[src/rtl/axilregs_pkg.sv]
// Shared definitions for the UART-to-AXI-Lite command bridge.
package axilregs_pkg;

  localparam logic [7:0] CMD_WR     = 8'h57;
  localparam logic [7:0] CMD_RD     = 8'h52;
  localparam logic [7:0] RSP_OK     = 8'h4B;
  localparam logic [7:0] RSP_ERR    = 8'h45;
  localparam logic [7:0] RSP_BADCMD = 8'h3F;

  localparam int unsigned RSP_MAX_BYTES = 5;
  localparam int unsigned RSP_LEN_W     = 3;

  typedef enum logic [2:0] {
    ST_IDLE,
    ST_ADDR,
    ST_WDATA,
    ST_WR_BUS,
    ST_WR_RESP,
    ST_RD_ADDR,
    ST_RD_DATA,
    ST_TX
  } state_t;

  // Response frame: bytes[0] goes out first, len counts valid bytes (1..5).
  typedef struct packed {
    logic [RSP_LEN_W-1:0]                len;
    logic [RSP_MAX_BYTES-1:0][7:0]       bytes;
  } rsp_frame_t;

  // Map an AXI-Lite xRESP onto the status byte.
  function automatic logic [7:0] status_byte(input logic [1:0] resp);
    return (resp == 2'b00) ? RSP_OK : RSP_ERR;
  endfunction

endpackage

[src/rtl/rsp_serializer.sv]
// Emits a loaded response frame byte by byte on an AXI-Stream source.
module rsp_serializer
  import axilregs_pkg::*;
(
  input  logic       clk,
  input  logic       rst,
  input  logic       load_c,
  input  rsp_frame_t frame_c,
  output logic [7:0] tdata,
  output logic       tvalid,
  input  logic       tready,
  output logic       tlast
);

  logic [RSP_MAX_BYTES-1:0][7:0] pend_q;
  logic [RSP_LEN_W-1:0]          left_q;

  // Current byte sits on tdata; pend_q holds the rest, left_q counts them.
  always_ff @(posedge clk or posedge rst) begin
    if (rst) begin
      tdata  <= '0;
      tvalid <= 1'b0;
      tlast  <= 1'b0;
      pend_q <= '0;
      left_q <= '0;
    end else if (load_c) begin
      tdata  <= frame_c.bytes[0];
      pend_q <= frame_c.bytes >> 8;
      left_q <= frame_c.len - RSP_LEN_W'(1);
      tvalid <= 1'b1;
      tlast  <= (frame_c.len == RSP_LEN_W'(1));
    end else if (tvalid && tready) begin
      if (left_q == '0) begin
        tvalid <= 1'b0;
        tlast  <= 1'b0;
      end else begin
        tdata  <= pend_q[0];
        pend_q <= pend_q >> 8;
        left_q <= left_q - RSP_LEN_W'(1);
        tlast  <= (left_q == RSP_LEN_W'(1));
      end
    end
  end

endmodule

[src/rtl/axis_axil_master.sv]
// Byte-stream command parser driving single-beat AXI-Lite writes and reads.
module axis_axil_master
  import axilregs_pkg::*;
#(
  parameter int unsigned ADDR_W         = 32,
  parameter int unsigned DATA_W         = 32,
  parameter int unsigned TIMEOUT_CYCLES = 100000
) (
  input  logic                clk,
  input  logic                rst,
  output logic [ADDR_W-1:0]   m_axil_awaddr,
  output logic [2:0]          m_axil_awprot,
  output logic                m_axil_awvalid,
  input  logic                m_axil_awready,
  output logic [DATA_W-1:0]   m_axil_wdata,
  output logic [DATA_W/8-1:0] m_axil_wstrb,
  output logic                m_axil_wvalid,
  input  logic                m_axil_wready,
  input  logic [1:0]          m_axil_bresp,
  input  logic                m_axil_bvalid,
  output logic                m_axil_bready,
  output logic [ADDR_W-1:0]   m_axil_araddr,
  output logic [2:0]          m_axil_arprot,
  output logic                m_axil_arvalid,
  input  logic                m_axil_arready,
  input  logic [DATA_W-1:0]   m_axil_rdata,
  input  logic [1:0]          m_axil_rresp,
  input  logic                m_axil_rvalid,
  output logic                m_axil_rready,
  input  logic [7:0]          s_axis_cmd_tdata,
  input  logic                s_axis_cmd_tvalid,
  output logic                s_axis_cmd_tready,
  output logic [7:0]          m_axis_rsp_tdata,
  output logic                m_axis_rsp_tvalid,
  input  logic                m_axis_rsp_tready,
  output logic                m_axis_rsp_tlast,
  output logic                o_busy
);

  localparam int unsigned TMO_W = $clog2(TIMEOUT_CYCLES + 1);

  state_t              state_q, state_n;
  logic                mode_wr_q, mode_wr_n;
  logic [7:0]          addr_q, addr_n;
  logic [DATA_W-1:0]   data_q, data_n;
  logic [1:0]          bcnt_q, bcnt_n;
  logic [TMO_W-1:0]    tmo_q, tmo_n;
  logic                awvalid_q, awvalid_n, wvalid_q, wvalid_n, arvalid_q, arvalid_n;
  logic                bready_q, bready_n, rready_q, rready_n;
  logic                tready_q, tready_n, busy_q, busy_n;
  logic                cmd_hs, tmo_expired;
  logic                load_c;
  rsp_frame_t          frame_c;

  assign cmd_hs      = s_axis_cmd_tvalid && tready_q;
  assign tmo_expired = (tmo_q == TMO_W'(TIMEOUT_CYCLES));

  assign m_axil_awaddr     = ADDR_W'(addr_q);
  assign m_axil_araddr     = ADDR_W'(addr_q);
  assign m_axil_awprot     = 3'b000;
  assign m_axil_arprot     = 3'b000;
  assign m_axil_wstrb      = '1;
  assign m_axil_wdata      = data_q;
  assign m_axil_awvalid    = awvalid_q;
  assign m_axil_wvalid     = wvalid_q;
  assign m_axil_arvalid    = arvalid_q;
  assign m_axil_bready     = bready_q;
  assign m_axil_rready     = rready_q;
  assign s_axis_cmd_tready = tready_q;
  assign o_busy            = busy_q;

  // State and registered handshake outputs.
  always_ff @(posedge clk or posedge rst) begin
    if (rst) begin
      state_q   <= ST_IDLE;
      mode_wr_q <= 1'b0;
      addr_q    <= '0;
      data_q    <= '0;
      bcnt_q    <= '0;
      tmo_q     <= '0;
      awvalid_q <= 1'b0;
      wvalid_q  <= 1'b0;
      arvalid_q <= 1'b0;
      bready_q  <= 1'b0;
      rready_q  <= 1'b0;
      tready_q  <= 1'b0;
      busy_q    <= 1'b0;
    end else begin
      state_q   <= state_n;
      mode_wr_q <= mode_wr_n;
      addr_q    <= addr_n;
      data_q    <= data_n;
      bcnt_q    <= bcnt_n;
      tmo_q     <= tmo_n;
      awvalid_q <= awvalid_n;
      wvalid_q  <= wvalid_n;
      arvalid_q <= arvalid_n;
      bready_q  <= bready_n;
      rready_q  <= rready_n;
      tready_q  <= tready_n;
      busy_q    <= busy_n;
    end
  end

  // Command parsing, bus sequencing and response loading.
  always_comb begin
    state_n   = state_q;
    mode_wr_n = mode_wr_q;
    addr_n    = addr_q;
    data_n    = data_q;
    bcnt_n    = bcnt_q;
    tmo_n     = '0;
    awvalid_n = awvalid_q;
    wvalid_n  = wvalid_q;
    arvalid_n = arvalid_q;
    bready_n  = bready_q;
    rready_n  = rready_q;
    load_c    = 1'b0;
    frame_c   = '0;

    unique case (state_q)
      ST_IDLE: begin
        if (cmd_hs) begin
          if (s_axis_cmd_tdata == CMD_WR) begin
            mode_wr_n = 1'b1;
            state_n   = ST_ADDR;
          end else if (s_axis_cmd_tdata == CMD_RD) begin
            mode_wr_n = 1'b0;
            state_n   = ST_ADDR;
          end else begin
            load_c           = 1'b1;
            frame_c.len      = RSP_LEN_W'(1);
            frame_c.bytes[0] = RSP_BADCMD;
            state_n          = ST_TX;
          end
        end
      end
      ST_ADDR: begin
        if (cmd_hs) begin
          addr_n = s_axis_cmd_tdata;
          if (mode_wr_q) begin
            bcnt_n  = '0;
            state_n = ST_WDATA;
          end else begin
            arvalid_n = 1'b1;
            state_n   = ST_RD_ADDR;
          end
        end else if (tmo_expired) begin
          state_n = ST_IDLE;
        end else begin
          tmo_n = tmo_q + TMO_W'(1);
        end
      end
      ST_WDATA: begin
        if (cmd_hs) begin
          data_n = {s_axis_cmd_tdata, data_q[DATA_W-1:8]};
          bcnt_n = bcnt_q + 2'd1;
          if (bcnt_q == 2'd3) begin
            awvalid_n = 1'b1;
            wvalid_n  = 1'b1;
            state_n   = ST_WR_BUS;
          end
        end else if (tmo_expired) begin
          state_n = ST_IDLE;
        end else begin
          tmo_n = tmo_q + TMO_W'(1);
        end
      end
      ST_WR_BUS: begin
        awvalid_n = awvalid_q && !m_axil_awready;
        wvalid_n  = wvalid_q && !m_axil_wready;
        if (!awvalid_n && !wvalid_n) begin
          bready_n = 1'b1;
          state_n  = ST_WR_RESP;
        end
      end
      ST_WR_RESP: begin
        if (m_axil_bvalid && bready_q) begin
          bready_n      = 1'b0;
          load_c        = 1'b1;
          frame_c.len   = RSP_LEN_W'(1);
          frame_c.bytes = {32'h0, status_byte(m_axil_bresp)};
          state_n       = ST_TX;
        end
      end
      ST_RD_ADDR: begin
        if (m_axil_arready && arvalid_q) begin
          arvalid_n = 1'b0;
          rready_n  = 1'b1;
          state_n   = ST_RD_DATA;
        end
      end
      ST_RD_DATA: begin
        if (m_axil_rvalid && rready_q) begin
          rready_n      = 1'b0;
          load_c        = 1'b1;
          frame_c.len   = RSP_LEN_W'(5);
          frame_c.bytes = {32'(m_axil_rdata), status_byte(m_axil_rresp)};
          state_n       = ST_TX;
        end
      end
      ST_TX: begin
        if (m_axis_rsp_tvalid && m_axis_rsp_tready && m_axis_rsp_tlast) state_n = ST_IDLE;
      end
      default: state_n = ST_IDLE;
    endcase

    tready_n = (state_n == ST_IDLE) || (state_n == ST_ADDR) || (state_n == ST_WDATA);
    busy_n   = (state_n != ST_IDLE);
  end

  // Response byte stream.
  rsp_serializer u_rsp (
    .clk     (clk),
    .rst     (rst),
    .load_c  (load_c),
    .frame_c (frame_c),
    .tdata   (m_axis_rsp_tdata),
    .tvalid  (m_axis_rsp_tvalid),
    .tready  (m_axis_rsp_tready),
    .tlast   (m_axis_rsp_tlast)
  );

endmodule

[config.mk]
export PLATFORM = sky130hd
export DESIGN_NAME = axis_axil_master
export DESIGN_NICKNAME = d
export VERILOG_FILES = /design/src/rtl/axilregs_pkg.sv /design/src/rtl/rsp_serializer.sv /design/src/rtl/axis_axil_master.sv
export SDC_FILE = /design/constraint.sdc
export NUM_CORES = 1
export LEC_CHECK = 0
export CELL_PAD_IN_SITES_DETAIL_PLACEMENT = 0
export CELL_PAD_IN_SITES_GLOBAL_PLACEMENT = 1
export CORE_ASPECT_RATIO = 1.5
export CORE_MARGIN = 8
export CORE_UTILIZATION = 38
export CTS_CLUSTER_SIZE = 8
export DETAILED_ROUTE_END_ITERATION = 8
export GPL_TIMING_DRIVEN = 0
export PLACE_DENSITY_LB_ADDON = 0.1
export REMOVE_ABC_BUFFERS = 1
export SYNTH_ARGS = -nofsm -noshare
export SYNTH_HDL_FRONTEND = slang
export SYNTH_SLANG_ARGS = --single-unit
[constraint.sdc]
create_clock -name clk -period 10.85 [get_ports clk]
set_input_delay 2.17 -clock clk [delete_from_list [all_inputs] [get_ports clk]]
set_output_delay 2.17 -clock clk [all_outputs]
set_load 0.02 [all_outputs]
; Yosys cells after proc, flatten, opt, wreduce, memory -nomap -nowiden
; Cells that the tools add are included.
[word_totals]
word_cells = 162
rom_bits = 0
output_inout_bits = 123
mem_count = 0
input_bits = 53
ff_bits = 123
mem_bits_rw = 0
latchBits = 0
[classes]
n_bitwise = 0
shifts = 0
n_lt_le_gt_ge = 0
eq_ne = 25
div = 0
n_mul = 0
addsub = 4
mux = 71
reduce_logical = 40
[ops]
columns = op, count
row1 = $mux 40, 3
row2 = $pmux 32 s2, 1
row3 = $mux 17, 3
row4 = $mux 3, 16
row5 = $mux 43, 1
row6 = $mux 41, 1
row7 = $mux 1, 25
row8 = $mux 8, 3
row9 = $pmux 3 s8, 1
row10 = $pmux 8 s3, 1
row11 = $ne 2x2->1 const B, 10
row12 = $mux 6, 3
row13 = $add 17x1->17 const B, 1
row14 = $eq 17x17->1 const B, 1
row15 = $eq 8x7->1 const B, 2
row16 = $reduce_bool 2->1, 8
row17 = $eq 3x1->1 const B, 4
row18 = $eq 3x3->1 const B, 4
row19 = $reduce_and 3->1, 4
row20 = $pmux 1 s2, 5
row21 = $eq 3x2->1 const B, 3
row22 = $logic_and 1x1->1, 9
row23 = $logic_not 3->1, 3
row24 = $pmux 3 s3, 1
row25 = 14 further kinds, 27

; Longest topological paths before layout
[depth]
depth_word = 9
depth_mapped = 9
mapped_depth_nobuf = 7

; Hierarchy
; From an unflattened synthesis, not the netlist that was laid out.
[unflattened]
hier_cells = 591
hier_area_um2 = 6182.2
[modules_own_cells]
columns = mod, area_per_inst_um2, seq_area_each_um2, cells_each, n_inst
row1 = axis_axil_master, 3877.5, 1751.7, 374, 1
row2 = rsp_serializer, 2304.7, 1126.1, 217, 1

; Least setup slack after synthesis
; OpenSTA, ideal clock, no wires.
[synth_path]
path_type = input-to-reg
from = input s_axis_cmd_tdata[7]
to = register u_rsp.pend_q[24] (netlist bit)
path_buffers = 0
setup_slack_ns = 7.119
setup_ns = 0.067
path_stages = 5
t_arrival_ns = 3.664
cell_sequence = nand4bb_1 -> o311ai_2 -> nand3_1 -> nor2_1 -> a22o_1
[synth_via]
elab_chain_cells = 7
[synth_rtl]
columns = item, line
row1 = from (decl), axis_axil_master.sv:30  ; input logic [7:0] s_axis_cmd_tdata,
row2 = $eq 8x7->1, axis_axil_master.sv:127  ; end else if (s_axis_cmd_tdata == CMD_RD) begin
row3 = $mux 1, axis_axil_master.sv:127
row4 = $mux 1 (*), axis_axil_master.sv:124  ; if (s_axis_cmd_tdata == CMD_WR) begin
row5 = $mux 1 (*), axis_axil_master.sv:123  ; if (cmd_hs) begin
row6 = $pmux 1 s3 (*), axis_axil_master.sv:121  ; unique case (state_q)
row7 = $ne 2x2->1 (no source line) or $reduce_bool 2->1 (tied branches), --
row8 = $reduce_and 2->1 (no source line), --
row9 = to (signal assigned), rsp_serializer.sv:28  ; pend_q <= frame_c.bytes >> 8;
row10 = to (signal assigned), rsp_serializer.sv:38  ; pend_q <= pend_q >> 8;
row11 = to (decl), rsp_serializer.sv:15  ; logic [RSP_MAX_BYTES-1:0][7:0] pend_q;
; Mark *: on every way between the ends. The rest lies on a longest branch, timed or not.
; A chain may end at the register's enable or synchronous reset.

; Final worst setup path
[layout_path]
from = input m_axis_rsp_tready
to = register u_rsp.left_q[2]
[layout_via]
elab_chain_cells = 3
[layout_rtl]
columns = item, line
row1 = from (decl), axis_axil_master.sv:35  ; input logic m_axis_rsp_tready,
row2 = $logic_and 1x1->1, rsp_serializer.sv:32  ; end else if (tvalid && tready) begin
row3 = $reduce_bool 2->1 (no source line), --
row4 = $reduce_and 2->1 (no source line), --
row5 = to (signal assigned), rsp_serializer.sv:29  ; left_q <= frame_c.len - RSP_LEN_W'(1);
row6 = to (signal assigned), rsp_serializer.sv:39  ; left_q <= left_q - RSP_LEN_W'(1);
row7 = to (decl), rsp_serializer.sv:16  ; logic [RSP_LEN_W-1:0] left_q;
; No other way between the ends.

==> run metrics <==
Net Sw Frac=34.3%; Max VDD drop=0.102 mV; number of global-route vias before repair=roughly 4,300; net switching power=roughly 0.61 mW; number of DRC markers in iteration 0=about 170; Synth Flop Type=dfrtp_1; Placement Cell Area=6670 µm²; PD cells=about 240 nW/µm²; Nets=726; antenna-violating nets left=0; Top Ports=176; later-pin clock latency in the skew report=0.41 ns; routability cong.=roughly 0.8; crit end category=flip-flop; initial antenna violation count=0; area of the multi-input gates=2310 µm²; sequential power share=36.7%; Ys Warns=0; dpl hpwl=between 10,000 and 15,000 µm; RSZ-0062 raised after global routing=false; CTS sink count=~120; Avg Cell Area, Syn=9.91 µm²; Via density=4.76; crit path kind=input pin to flip-flop; P&R area growth vs syn=29.4%; largest net degree at the start of global routing=just under 60; Hold-fix buffers, CTS=0; final period utilization=roughly half; CP arrival=5.52 ns; Detailed Route WL=about 14,000 µm; die area=around 19,000 µm²; Cell Rows=between 50 and 60; Crit Path Max Fanout=33; Via Count=~4,200; global-route wire length before repair=about 22,000 µm; Initial Util=between 30% and 40%; Seq cells post-synth=between 100 and 150; Gate Count Post-Synth=566; cts bufs inserted=17; area occupied by registers=about 2900 µm²; Total Routing Usage GR=between 10 and 15%; Int Pwr=1.16 mW; die height=roughly 160 µm; critical path launch point type=input pin; average wire per standard cell=~16 µm; Least-Margin Pin Slew=between 1 and 1.5 ns; Fillers=1,385; clk root buf=clkbuf_16; Post-CTS Setup Bufs=0; Final Setup Violations=0; Residual DRC=0; max-slew violations=0; Lkg Pwr=3.21 nW; CP peak stage delay=roughly 1.2 ns; die width=~120 µm; drt first pass iters=4; I/O Buffers=117; crit path cell chain=clkdlybuf4s50_1, and2_1, nand2b_1, nand4_1, o21a_1, o22a_1; global route overflow=0; # diodes=0; fin area=~7300 µm²; Post-synth EDFFs=0; sequential share of the synthesized area=around half; setup tns final=0 ns; Post-Syn Area=5610 µm²; clock slew at the register clock pins of the worst setup and hold paths=roughly 0.050 ns; library cells used by synthesis=between 50 and 60; layout cells sized above 1=between 10% and 20%; worst hold path class=flip-flop to flip-flop; Gate power share=between 30% and 40%; Final min period=5.23 ns; H-tree levels=4; Post-synth ARST share=100%; status=finished clean; clock skew=approximately 0.010 ns; CTS Buffer Depth=2; Max Cap Violations=0; worst relative slew slack=a little over an eighth; clock power share=31.1%; f_max=about 190 MHz; final hold viol count=0; WP data required=11.14 ns; master of the slowest instance on the critical path=nand4_1; core area=~15,000 µm²; post-CTS resize count=0; CTS tree=built
[logic make-up after synthesis]
group	Yosys count	synth area share (%)
flip-flops	115	51.3
other	2	0.134
AO/OA/AOI/OAI	96	10.6
AND/OR/NAND/NOR	194	15.7
buffers and inverters	101	11.3
multiplexers	36	7.14
XOR/XNOR	16	2.50
adder cells (fa/ha/maj)	6	1.34
[placed cells by master (no fill, tap or decap), types with 12 or more instances in the layout]
cell,n
mux2_2,32
nand3_1,12
clkdlybuf4s50_1,117
o21ai_0,28
nand2_1,77
a21oi_1,31
nor2_1,63
clkbuf_16,17
dfrtp_1,115
conb_1,58
[registers in the layout (all words and copies together), names as in the netlist, 2 cells and up]
name          count
u_rsp.tdata       8
tmo_q            17
m_axil_wdata     32
bcnt_q            2
u_rsp.left_q      3
addr_q            8
state_q           3
u_rsp.pend_q     32
[cell type report]
type	count	area share [%]
Sequential cell	115	39.7
Multi-Input combinational cell	406	31.8
Timing Repair Buffer	118	16.5
Clock buffer	19	6.24
Tap cell	196	3.38
Clock inverter	12	1.85
Inverter	9	0.535
[stage by stage]
stage | total power, mW | worst slack, ns | hold WS, ns | std cells | utilization (%)
floorplan | 0.980 | 5.64 | 0.455 | 530 | -
global placement | 1.22 | 3.84 | 0.466 | 843 | 45.7
detailed placement | 1.23 | 5.19 | 0.477 | 844 | 45.9
CTS | 1.79 | 5.60 | 0.485 | 875 | 49.9
global route | 1.88 | 5.24 | 0.506 | 875 | 49.9
finish | 1.76 | 5.62 | 0.484 | 875 | 49.9
[layer usage]
layer	track usage [%]	share of wire, %
met3	3.81	5.1
met5	0	0
met4	5.76	1.3
met1	16.5	40
met2	26.7	53
[synthesized netlist by cell type (4+ instances only)]
library cell / n / area (µm²)
a31oi_1: 5 / 31.3
a22o_1: 8 / 70.1
o21ai_0: 28 / 140
inv_1: 9 / 33.8
dfrtp_1: 115 / 2880
a21oi_1: 31 / 155
nand4_1: 7 / 43.8
nand2_1: 77 / 289
buf_4: 66 / 495
buf_2: 5 / 25.0
mux2_2: 32 / 360
ha_1: 6 / 75.1
and2_1: 4 / 25.0
nand3_1: 12 / 60.1
xnor2_1: 8 / 70.1
nor2_1: 63 / 236
clkbuf_1: 21 / 78.8
xor2_1: 8 / 70.1
mux2i_1: 4 / 40.0
nor2b_1: 5 / 31.3
[power by group through the flow]
| stage | Combinational (mW) | Clock [mW] | Sequential [mW] |
|---|---|---|---|
| global placement | 0.565 | 0 | 0.650 |
| CTS | 0.579 | 0.563 | 0.648 |
| floorplan | 0.269 | 0 | 0.711 |
| detailed placement | 0.577 | 0 | 0.655 |
| global route | 0.630 | 0.583 | 0.667 |
| finish | 0.569 | 0.548 | 0.647 |
[worst max-delay path: cells and delay by family]
kind	cells	cell delay, ns
buffers and inverters	1	0.44
AND/OR/NAND/NOR	3	2.30
AO/OA/AOI/OAI	2	0.59
[path summary, 6_finish.rpt]
path / start / endpoint / slack, ns / cells after the start
hold / removal: tmo_q[0] / tmo_q[0] / 0.48 / 1
min in group asynchronous: rst / m_axil_wdata[6] / 2.20 / 2
max in group asynchronous: rst / u_rsp.pend_q[17] / 7.97 / 3
setup reg to reg: u_rsp.left_q[0] / u_rsp.left_q[2] / 7.12 / 7
setup / recovery: m_axis_rsp_tready / u_rsp.left_q[2] / 5.62 / 6
hold reg to reg: tmo_q[0] / tmo_q[0] / 0.48 / 1
No activity file was read; power rests on OpenSTA's default activity.
